[config.mk]
export PLATFORM = sky130hd
export DESIGN_NAME = bus_phase_sequencer
export DESIGN_NICKNAME = d
export VERILOG_FILES = /design/src/rtl/bus_phase_sequencer.sv
export SDC_FILE = /design/constraint.sdc
export NUM_CORES = 1
export LEC_CHECK = 0
export CORE_ASPECT_RATIO = 0.8
export CORE_MARGIN = 3
export CORE_UTILIZATION = 46
export CTS_CLUSTER_DIAMETER = 200
export DETAILED_ROUTE_END_ITERATION = 7
export PLACE_DENSITY_LB_ADDON = 0.15
export SLEW_MARGIN = 5
export SYNTH_ARGS = -nofsm -noshare
export SYNTH_HDL_FRONTEND = slang
export SYNTH_SLANG_ARGS = --single-unit
[constraint.sdc]
create_clock -name clk_i -period 2.55 [get_ports clk_i]
set_input_delay 0.6375 -clock clk_i [delete_from_list [all_inputs] [get_ports clk_i]]
set_output_delay 0.6375 -clock clk_i [all_outputs]
set_load 0.02 [all_outputs]
[src/rtl/bus_phase_sequencer.sv]
// Bus-phase sequencer: IDLE -> ARBI -> [PREAMBLE] -> ADDRESS -> DATA -> IDLE with
// per-transaction dwell lengths latched at start, abort, and completion pulses.
module bus_phase_sequencer #(
  parameter int CNT_W       = 8,
  parameter bit PREAMBLE_EN = 1'b1
) (
  input  logic             clk_i,
  input  logic             rst_i,
  input  logic             start_i,
  input  logic             abort_i,
  input  logic [CNT_W-1:0] arbi_len_i,
  input  logic [CNT_W-1:0] pre_len_i,
  input  logic [CNT_W-1:0] addr_len_i,
  input  logic [CNT_W-1:0] data_len_i,
  output logic [2:0]       state_o,
  output logic             valid_o,
  output logic             busy_o,
  output logic [CNT_W-1:0] phase_cnt_o,
  output logic             txn_done_o,
  output logic             abort_ack_o
);

  // state | meaning
  // IDLE     | waiting for start
  // ARBI     | arbitration dwell
  // PREAMBLE | optional preamble dwell (pre_len != 0)
  // ADDRESS  | address dwell
  // DATA     | data dwell, valid high
  typedef enum logic [2:0] {
    IDLE     = 3'd0,
    ARBI     = 3'd1,
    PREAMBLE = 3'd2,
    ADDRESS  = 3'd3,
    DATA     = 3'd4
  } state_t;

  localparam logic [CNT_W-1:0] ONE = {{(CNT_W-1){1'b0}}, 1'b1};

  state_t           state_q, state_d;
  logic [CNT_W-1:0] cnt_q, cnt_d;
  logic [CNT_W-1:0] arbi_len_q, pre_len_q, addr_len_q, data_len_q;
  logic             valid_q, busy_q, done_q, ack_q;
  logic             done_d, ack_d, latch_en;
  logic [CNT_W-1:0] cur_len;
  logic             last_cycle;

  always_comb begin
    cur_len = arbi_len_q;
    case (state_q)
      PREAMBLE: cur_len = pre_len_q;
      ADDRESS:  cur_len = addr_len_q;
      DATA:     cur_len = data_len_q;
      default:  cur_len = arbi_len_q;
    endcase
    // Lengths 0 and 1 both give a single-cycle phase.
    last_cycle = (cur_len <= ONE) || (cnt_q == (cur_len - ONE));
  end

  always_comb begin
    state_d  = state_q;
    cnt_d    = cnt_q;
    done_d   = 1'b0;
    ack_d    = 1'b0;
    latch_en = 1'b0;
    if (state_q == IDLE) begin
      if (start_i) begin
        state_d  = ARBI;
        cnt_d    = '0;
        latch_en = 1'b1;
      end
    end else if (abort_i) begin
      state_d = IDLE;
      cnt_d   = '0;
      ack_d   = 1'b1;
    end else if (last_cycle) begin
      cnt_d = '0;
      case (state_q)
        ARBI:     state_d = (PREAMBLE_EN && (pre_len_q != '0)) ? PREAMBLE : ADDRESS;
        PREAMBLE: state_d = ADDRESS;
        ADDRESS:  state_d = DATA;
        default: begin
          state_d = IDLE;
          done_d  = (state_q == DATA);
        end
      endcase
    end else begin
      cnt_d = cnt_q + ONE;
    end
  end

  always_ff @(posedge clk_i) begin
    if (rst_i) begin
      state_q    <= IDLE;
      cnt_q      <= '0;
      valid_q    <= 1'b0;
      busy_q     <= 1'b0;
      done_q     <= 1'b0;
      ack_q      <= 1'b0;
      arbi_len_q <= '0;
      pre_len_q  <= '0;
      addr_len_q <= '0;
      data_len_q <= '0;
    end else begin
      state_q <= state_d;
      cnt_q   <= cnt_d;
      valid_q <= (state_d == DATA);
      busy_q  <= (state_d != IDLE);
      done_q  <= done_d;
      ack_q   <= ack_d;
      if (latch_en) begin
        arbi_len_q <= arbi_len_i;
        pre_len_q  <= pre_len_i;
        addr_len_q <= addr_len_i;
        data_len_q <= data_len_i;
      end
    end
  end

  assign state_o     = state_q;
  assign valid_o     = valid_q;
  assign busy_o      = busy_q;
  assign phase_cnt_o = cnt_q;
  assign txn_done_o  = done_q;
  assign abort_ack_o = ack_q;

endmodule

==> impl_metrics.env, run 1 <==
export IMPL_wirelength_microns=7099
export IMPL_cts_sinks=47
export IMPL_final_cell_mix="80 x nand2_1, 50 x clkdlybuf4s50_1, 47 x buf_4"
export IMPL_power_frac_clock_pct=30.1
export IMPL_grt_ovfl_total=0
export IMPL_worstHoldPathType="reg -> reg"
export IMPL_syn_to_final_growth_pct=46.82
export IMPL_slew_headroom_pct=35.86
export IMPL_status="complete, but fails checks"
export IMPL_post_drt_wl_per_cell_microns=14.79
export IMPL_fmax_mhz=368.4
export IMPL_io_buffer_count=50
export IMPL_startpoint_type="register"
export IMPL_clockBufferDepth=2
export IMPL_synth_cell_types=52
export IMPL_mostFrequentLayoutCell="nand2_1"
export IMPL_seqPwrFrac_pct=43.0
export IMPL_crit_required_ns=2.76
export IMPL_drc=0
export IMPL_fp_coreArea_sq_um=5180
export IMPL_antenna_cells=0
export IMPL_die_area_sq_um=6490
export IMPL_yosysTopAreaCell="dfxtp_1"
export IMPL_die_w_microns=89.33
export IMPL_grt_busiest_layer="met2"
export IMPL_ys_seq_elements=47
export IMPL_synthCells=327
export IMPL_viasPerCell=5.644
export IMPL_synth_area_leaders="dfxtp_1 37%, nand2_1 12%, a21oi_1 7.4%"
export IMPL_netSwitchingPower_mw=0.5265
export IMPL_path_clk_slew_ns=0.09
export IMPL_synthFlopType="dfxtp_1"
export IMPL_cpPeakStageDelay_ns=0.41
export IMPL_initial_utilization_pct=49.32
export IMPL_grtUsageMet3_pct=3.160
export IMPL_grt_pass1_wl_microns=11770
export IMPL_rsz0062_at_grt="yes"
export IMPL_synth_nets=366
export IMPL_tightest_slew_ns=0.9548
export IMPL_cts_max_level=2
export IMPL_critPathTopFamily="compound AO/OA/AOI/OAI gates"
export IMPL_dp_hpwl_microns=5196
export IMPL_skew_ns=0.001962
export IMPL_yosysSeqAreaShare_pct=36.83
export IMPL_slowest_stage="or3b_4"
export IMPL_clock_latency_ns=0.29
export IMPL_cap_violations=0
export IMPL_worst_slack_ns=-0.1644
export IMPL_avgSynthCellArea_sq_um=7.813
export IMPL_synth_top_area_share_pct=36.83
export IMPL_switching_share_pct=28.02
export IMPL_ir_drop_uv=300.7
export IMPL_setup_viol=13
export IMPL_grt_pass1_vias=2485
export IMPL_grt_start_max_net_pins=34
export IMPL_critPathMaxFanout=6
export IMPL_track_usage_pct=22.79
export IMPL_p_per_area_nw_per_um2=500.8
export IMPL_finalMaxSlewViolations=0
export IMPL_grt_use_met1_pct=31.76
export IMPL_timing_worst_setup_path_type="reg -> reg"
export IMPL_worstPathCellList="or3b_4 > o22a_1 > a211o_1 > and3_1 > o211ai_1 > a22oi_2 > a21boi_2 > buf_4 > nand2_8 > o311ai_2"
export IMPL_synthArstFlopShare_pct=0
export IMPL_yosysWarnings=0
export IMPL_synth_edff_count=0
export IMPL_num_io_pins=51
export IMPL_met2_usage_pct=36.96
export IMPL_drt_iter0_drc=109
export IMPL_end_kind="register"
export IMPL_p_leak_nw=1.461
export IMPL_num_rows=23
export IMPL_period_needed_ns=2.714
export IMPL_cts_tree="done"
export IMPL_gp_congestion=0.9237
export IMPL_p_total_mw=1.879
export IMPL_dr_pass1_iters=5
export IMPL_fin_nets=456
export IMPL_period_share_pct=106.4
export IMPL_p_int_mw=1.352
export IMPL_synth_cell_area_sq_um=2555
export IMPL_pwr_share_comb_pct=26.9
export IMPL_die_height_microns=72.66
export IMPL_violations="setup timing"
export IMPL_cts_root_buf="clkbuf_8"
export IMPL_antenna_found_initial=0
export IMPL_drive_gt1_share_pct=25.36
export IMPL_cts_made_buffers=5
export IMPL_hold_violations=0
export IMPL_critPathBufInv=1
export IMPL_arrival_ns=2.93
export IMPL_via_count=2709
export IMPL_hold_ws_ns=0.4624
export IMPL_antenna_left=0
==> per-stage QoR <==
step	TNS (ns)	utilization, %	setup slack, ns	std cells	cell area, sq um
after global routing	-3.851	72.42	-0.3356	480	3751
final	-1.084	72.42	-0.1644	480	3751
after CTS	-1.055	71.28	-0.1633	478	3692
after global placement	-1.363	64.86	-0.1843	459	3359
after detailed placement	-2.227	64.86	-0.2622	459	3359
after floorplan	-0.2459	-	-0.06942	327	2587
==> cells by family after synthesis <==
group                      count (synthesis)  share of synthesized area [%]
xor gates and xnor gates                   8                          2.743
muxes                                     12                          5.044
buffers and inverters                     30                          5.583
and+or+nand+nor                          143                          26.05
adders and majority gates                  3                          1.469
DFF                                       47                          36.83
AOI/OAI and AO/OA                         84                          22.28
==> registers in the layout (all words and copies together) (netlist names), 3 cells and up <==
signal       cells
addr_len_q       8
state_o          3
data_len_q       8
phase_cnt_o      8
arbi_len_q       8
pre_len_q        8
==> worst min-delay path, stage by stage (launching register included) <==
cell and delay, ns:
dfxtp_1 0.32, nand2_1 0.05, a21oi_1 0.05
==> layer usage <==
| metal | wire length, microns | vias to the layer above |
|---|---|---|
| met5 | 0 | - |
| met4 | 108 | 0 |
| met3 | 352 | 12 |
| met2 | 3239 | 75 |
| met1 | 3399 | 1293 |
| li1 | - | 1329 |
==> power groups by stage <==
stage               logic, mW  registers, mW  clock network, mW
global placement        0.417          0.821                  0
CTS                     0.479          0.807              0.575
detailed placement      0.424          0.823                  0
floorplan               0.255          0.819                  0
global route            0.550          0.813              0.604
finish                  0.506          0.808              0.566
==> synthesized netlist by cell type (4+ instances only) <==
master	number
nand2_1	82
dfxtp_1	47
a21oi_1	38
clkbuf_1	16
o21ai_0	11
nor2_1	9
nand3_1	8
nor3_1	8
inv_1	7
mux2_2	7
and3_1	5
mux2i_1	5
nand4_1	5
xnor2_1	5
nor3b_1	4
o22a_1	4
o22ai_1	4
or3_1	4
==> final cells by class <==
| type | count | area, sq um |
|---|---|---|
| clock buffers | 6 | 82.58 |
| flip-flops and latches | 47 | 952.2 |
| well taps | 62 | 77.57 |
| repair buffers | 106 | 954.7 |
| inverters | 7 | 26.28 |
| fillers | 410 | 1429 |
| multi-input cells | 250 | 1623 |
| clock inverters | 2 | 35.03 |
==> path summary, 6_finish.rpt <==
check / startpoint / to / slack (ns) / depth (start not counted)
max: state_o[0] / phase_cnt_o[2] / -0.16 / 10
min: data_len_q[6] / data_len_q[6] / 0.46 / 2
max reg2reg: state_o[0] / phase_cnt_o[2] / -0.16 / 10
min reg2reg: data_len_q[6] / data_len_q[6] / 0.46 / 2
==> what timing repair did <==
item,4_1_cts,5_1_grt
endpoints found under the setup margin,14,14
buffers inserted,11,2
hold buffers,0,0
pin swaps,27,9
resized for setup,33,8
No activity file was read; power rests on OpenSTA's default activity.
==> run 2: changes to the inputs <==
- SLEW_MARGIN: 5 -> unset
==> results of run 2 <==
Final layout, timing and power as in run 1 (identical DEF).
==> run 3: changes to the inputs <==
- CORE_ASPECT_RATIO: 0.8 -> unset
==> run 3 against run 2 <==
The flow still finishes with violations (setup timing); critical endpoint is now busy_o; largest power group unchanged; register-to-register slack got worse by 0.11 ns; wire length increased by 2.7%; die area hardly changed; combinational power down 4%; clock skew is 0.012 ns higher.
==> impl_metrics.env, run 3 (synthesis gave the netlist of run 1 again) <==
export IMPL_grt_ovfl_total=0
export IMPL_slew_headroom_pct=47.41
export IMPL_switching_share_pct=29.70
export IMPL_final_instance_count_excl_fill=480
export IMPL_via_count=2655
export IMPL_timing_rr_end="busy_o"
export IMPL_gp_congestion=1.044
export IMPL_cts_max_level=2
export IMPL_dp_slack_ns=-0.3838
export IMPL_rsz0062_at_grt="yes"
export IMPL_cpPeakStageDelay_ns=0.41
export IMPL_drt_iter0_drc=200
export IMPL_clock_latency_ns=0.31
export IMPL_path_clk_slew_ns=0.09
export IMPL_p_int_mw=1.241
export IMPL_arrival_ns=3.02
export IMPL_fin_nets=448
export IMPL_worstReg2RegStart="state_o[2]"
export IMPL_critPathMaxFanout=6
export IMPL_cts_made_buffers=5
export IMPL_antenna_cells=0
export IMPL_startpoint_type="register"
export IMPL_pwr_share_comb_pct=27.6
export IMPL_io_buffer_count=50
export IMPL_num_rows=26
export IMPL_fin_setup_tns_ns=-2.584
export IMPL_die_w_microns=80.53
export IMPL_antenna_found_initial=0
export IMPL_grt_pass1_vias=2497
export IMPL_violations="setup timing"
export IMPL_clockBufferDepth=2
export IMPL_track_usage_pct=23.29
export IMPL_worstPathCellList="buf_4 > or3b_4 > buf_4 > a31oi_1 > a211oi_4 > nor4b_2 > o21ai_1 > a22oi_2 > buf_4 > a21oi_2 > a211oi_4 > o221ai_2"
export IMPL_slowest_stage="or3b_4"
export IMPL_grt_start_max_net_pins=33
export IMPL_worst_slack_ns=-0.2723
export IMPL_mostFrequentLayoutCell="nand2_1"
export IMPL_cts_sinks=47
export IMPL_drive_gt1_share_pct=25.12
export IMPL_viasPerCell=5.531
export IMPL_p_leak_nw=1.409
export IMPL_netSwitchingPower_mw=0.5242
export IMPL_r2r_cells=12
export IMPL_timing_worst_setup_path_type="reg -> reg"
export IMPL_syn_to_final_growth_pct=44.81
export IMPL_cp_endpoint="busy_o"
export IMPL_cts_root_buf="clkbuf_8"
export IMPL_fp_coreArea_sq_um=5238
export IMPL_end_kind="register"
export IMPL_dr_pass1_iters=4
export IMPL_seqPwrFrac_pct=46.0
export IMPL_drc=0
export IMPL_skew_ns=0.01367
export IMPL_worstHoldPathType="reg -> reg"
export IMPL_num_io_pins=51
export IMPL_tightest_slew_ns=0.7828
export IMPL_setup_viol=14
export IMPL_placed_cells=463
export IMPL_period_share_pct=110.7
export IMPL_antenna_left=0
export IMPL_finalMaxSlewViolations=0
export IMPL_n_fill_cell=445
export IMPL_wirelength_microns=7288
export IMPL_initial_utilization_pct=48.78
export IMPL_grt_pass1_wl_microns=11850
export IMPL_hold_violations=0
export IMPL_r2r_setup_slack_ns=-0.27
export IMPL_power_frac_clock_pct=26.5
export IMPL_cts_hold_buf=0
export IMPL_die_area_sq_um=6484
export IMPL_cts_tree="done"
export IMPL_p_total_mw=1.765
export IMPL_p_per_area_nw_per_um2=477.0
export IMPL_final_cell_mix="79 x nand2_1, 50 x clkdlybuf4s50_1, 44 x dfxtp_1"
export IMPL_cap_violations=0
export IMPL_critPathMostFrequentCell="buf_4"
export IMPL_ir_drop_uv=312.8
export IMPL_status="complete, but fails checks"
export IMPL_die_height_microns=80.53
export IMPL_fmax_mhz=354.3
export IMPL_period_needed_ns=2.822
export IMPL_cp_startpoint="state_o[2]"
export IMPL_dp_hpwl_microns=5388
export IMPL_crit_required_ns=2.75
export IMPL_post_drt_wl_per_cell_microns=15.18
export IMPL_hold_ws_ns=0.4621
## run 3: changes by cell type in the layout (fill, tap and decap cells not counted), moves of 2 or more
| cell | delta |
|---|---|
| a211oi_4 | +2 |
| a21oi_1 | -2 |
| a21oi_2 | +3 |
| buf_4 | -4 |
| buf_6 | -4 |
| o21ai_0 | -3 |
| o21ai_1 | +4 |
## run 3: worst max-delay path: cells and delay by family (launching register included)
| kind | cells | cell delay, ns |
|---|---|---|
| flops | 1 | 0.35 |
| buf+inv | 3 | 0.44 |
| simple gates | 2 | 0.76 |
| compound gates | 7 | 1.16 |
## run 3: repair_timing
item                       CTS  global route
pin swaps                    8            16
setup endpoints to repair   14            14
buffers inserted             4             5
resized for setup           17            30
## run 3: layer usage
metal	global-route usage, %	up-vias	share of wire [%]
met2	38.08	96	48
met1	30.23	1225	43
li1	-	1311	-
met4	8.953	0	2.7
met5	0	-	0
met3	4.260	23	6.4
## run 3: through the flow
step	cell area (sq um)	util [%]
6_report	3700	70.64
5_1_grt	3700	70.64
4_1_cts	3542	67.63
3_5_place_dp	3339	63.76
3_3_place_gp	3339	63.76
2_1_floorplan	2587	-
## run 3: power by group through the flow
stage	Sequential, mW	Combinational [mW]	Clock [mW]
floorplan	0.819	0.255	0
global placement	0.824	0.403	0
detailed placement	0.825	0.406	0
CTS	0.810	0.437	0.473
global route	0.816	0.530	0.506
finish	0.811	0.487	0.467
## run 3: cell type report
cell class | instances | area [sq um] | share of cell area [%]
well taps | 70 | 87.58 | 2.367
clock inverters | 1 | 5.005 | 0.1353
multi-input cells | 250 | 1665 | 45.01
repair buffers | 98 | 879.6 | 23.77
inverters | 7 | 26.28 | 0.7102
clock buffers | 7 | 86.33 | 2.333
flip-flops and latches | 47 | 949.7 | 25.67
## run 3: worst min path at each step
stage	cells after the start	start	end
after floorplan	2	addr_len_q[0]	addr_len_q[0]
after global placement	2	addr_len_q[2]	addr_len_q[2]
after detailed placement	2	data_len_q[1]	data_len_q[1]
after CTS	2	data_len_q[1]	data_len_q[1]
after global routing	2	data_len_q[0]	data_len_q[0]
final	2	data_len_q[1]	data_len_q[1]
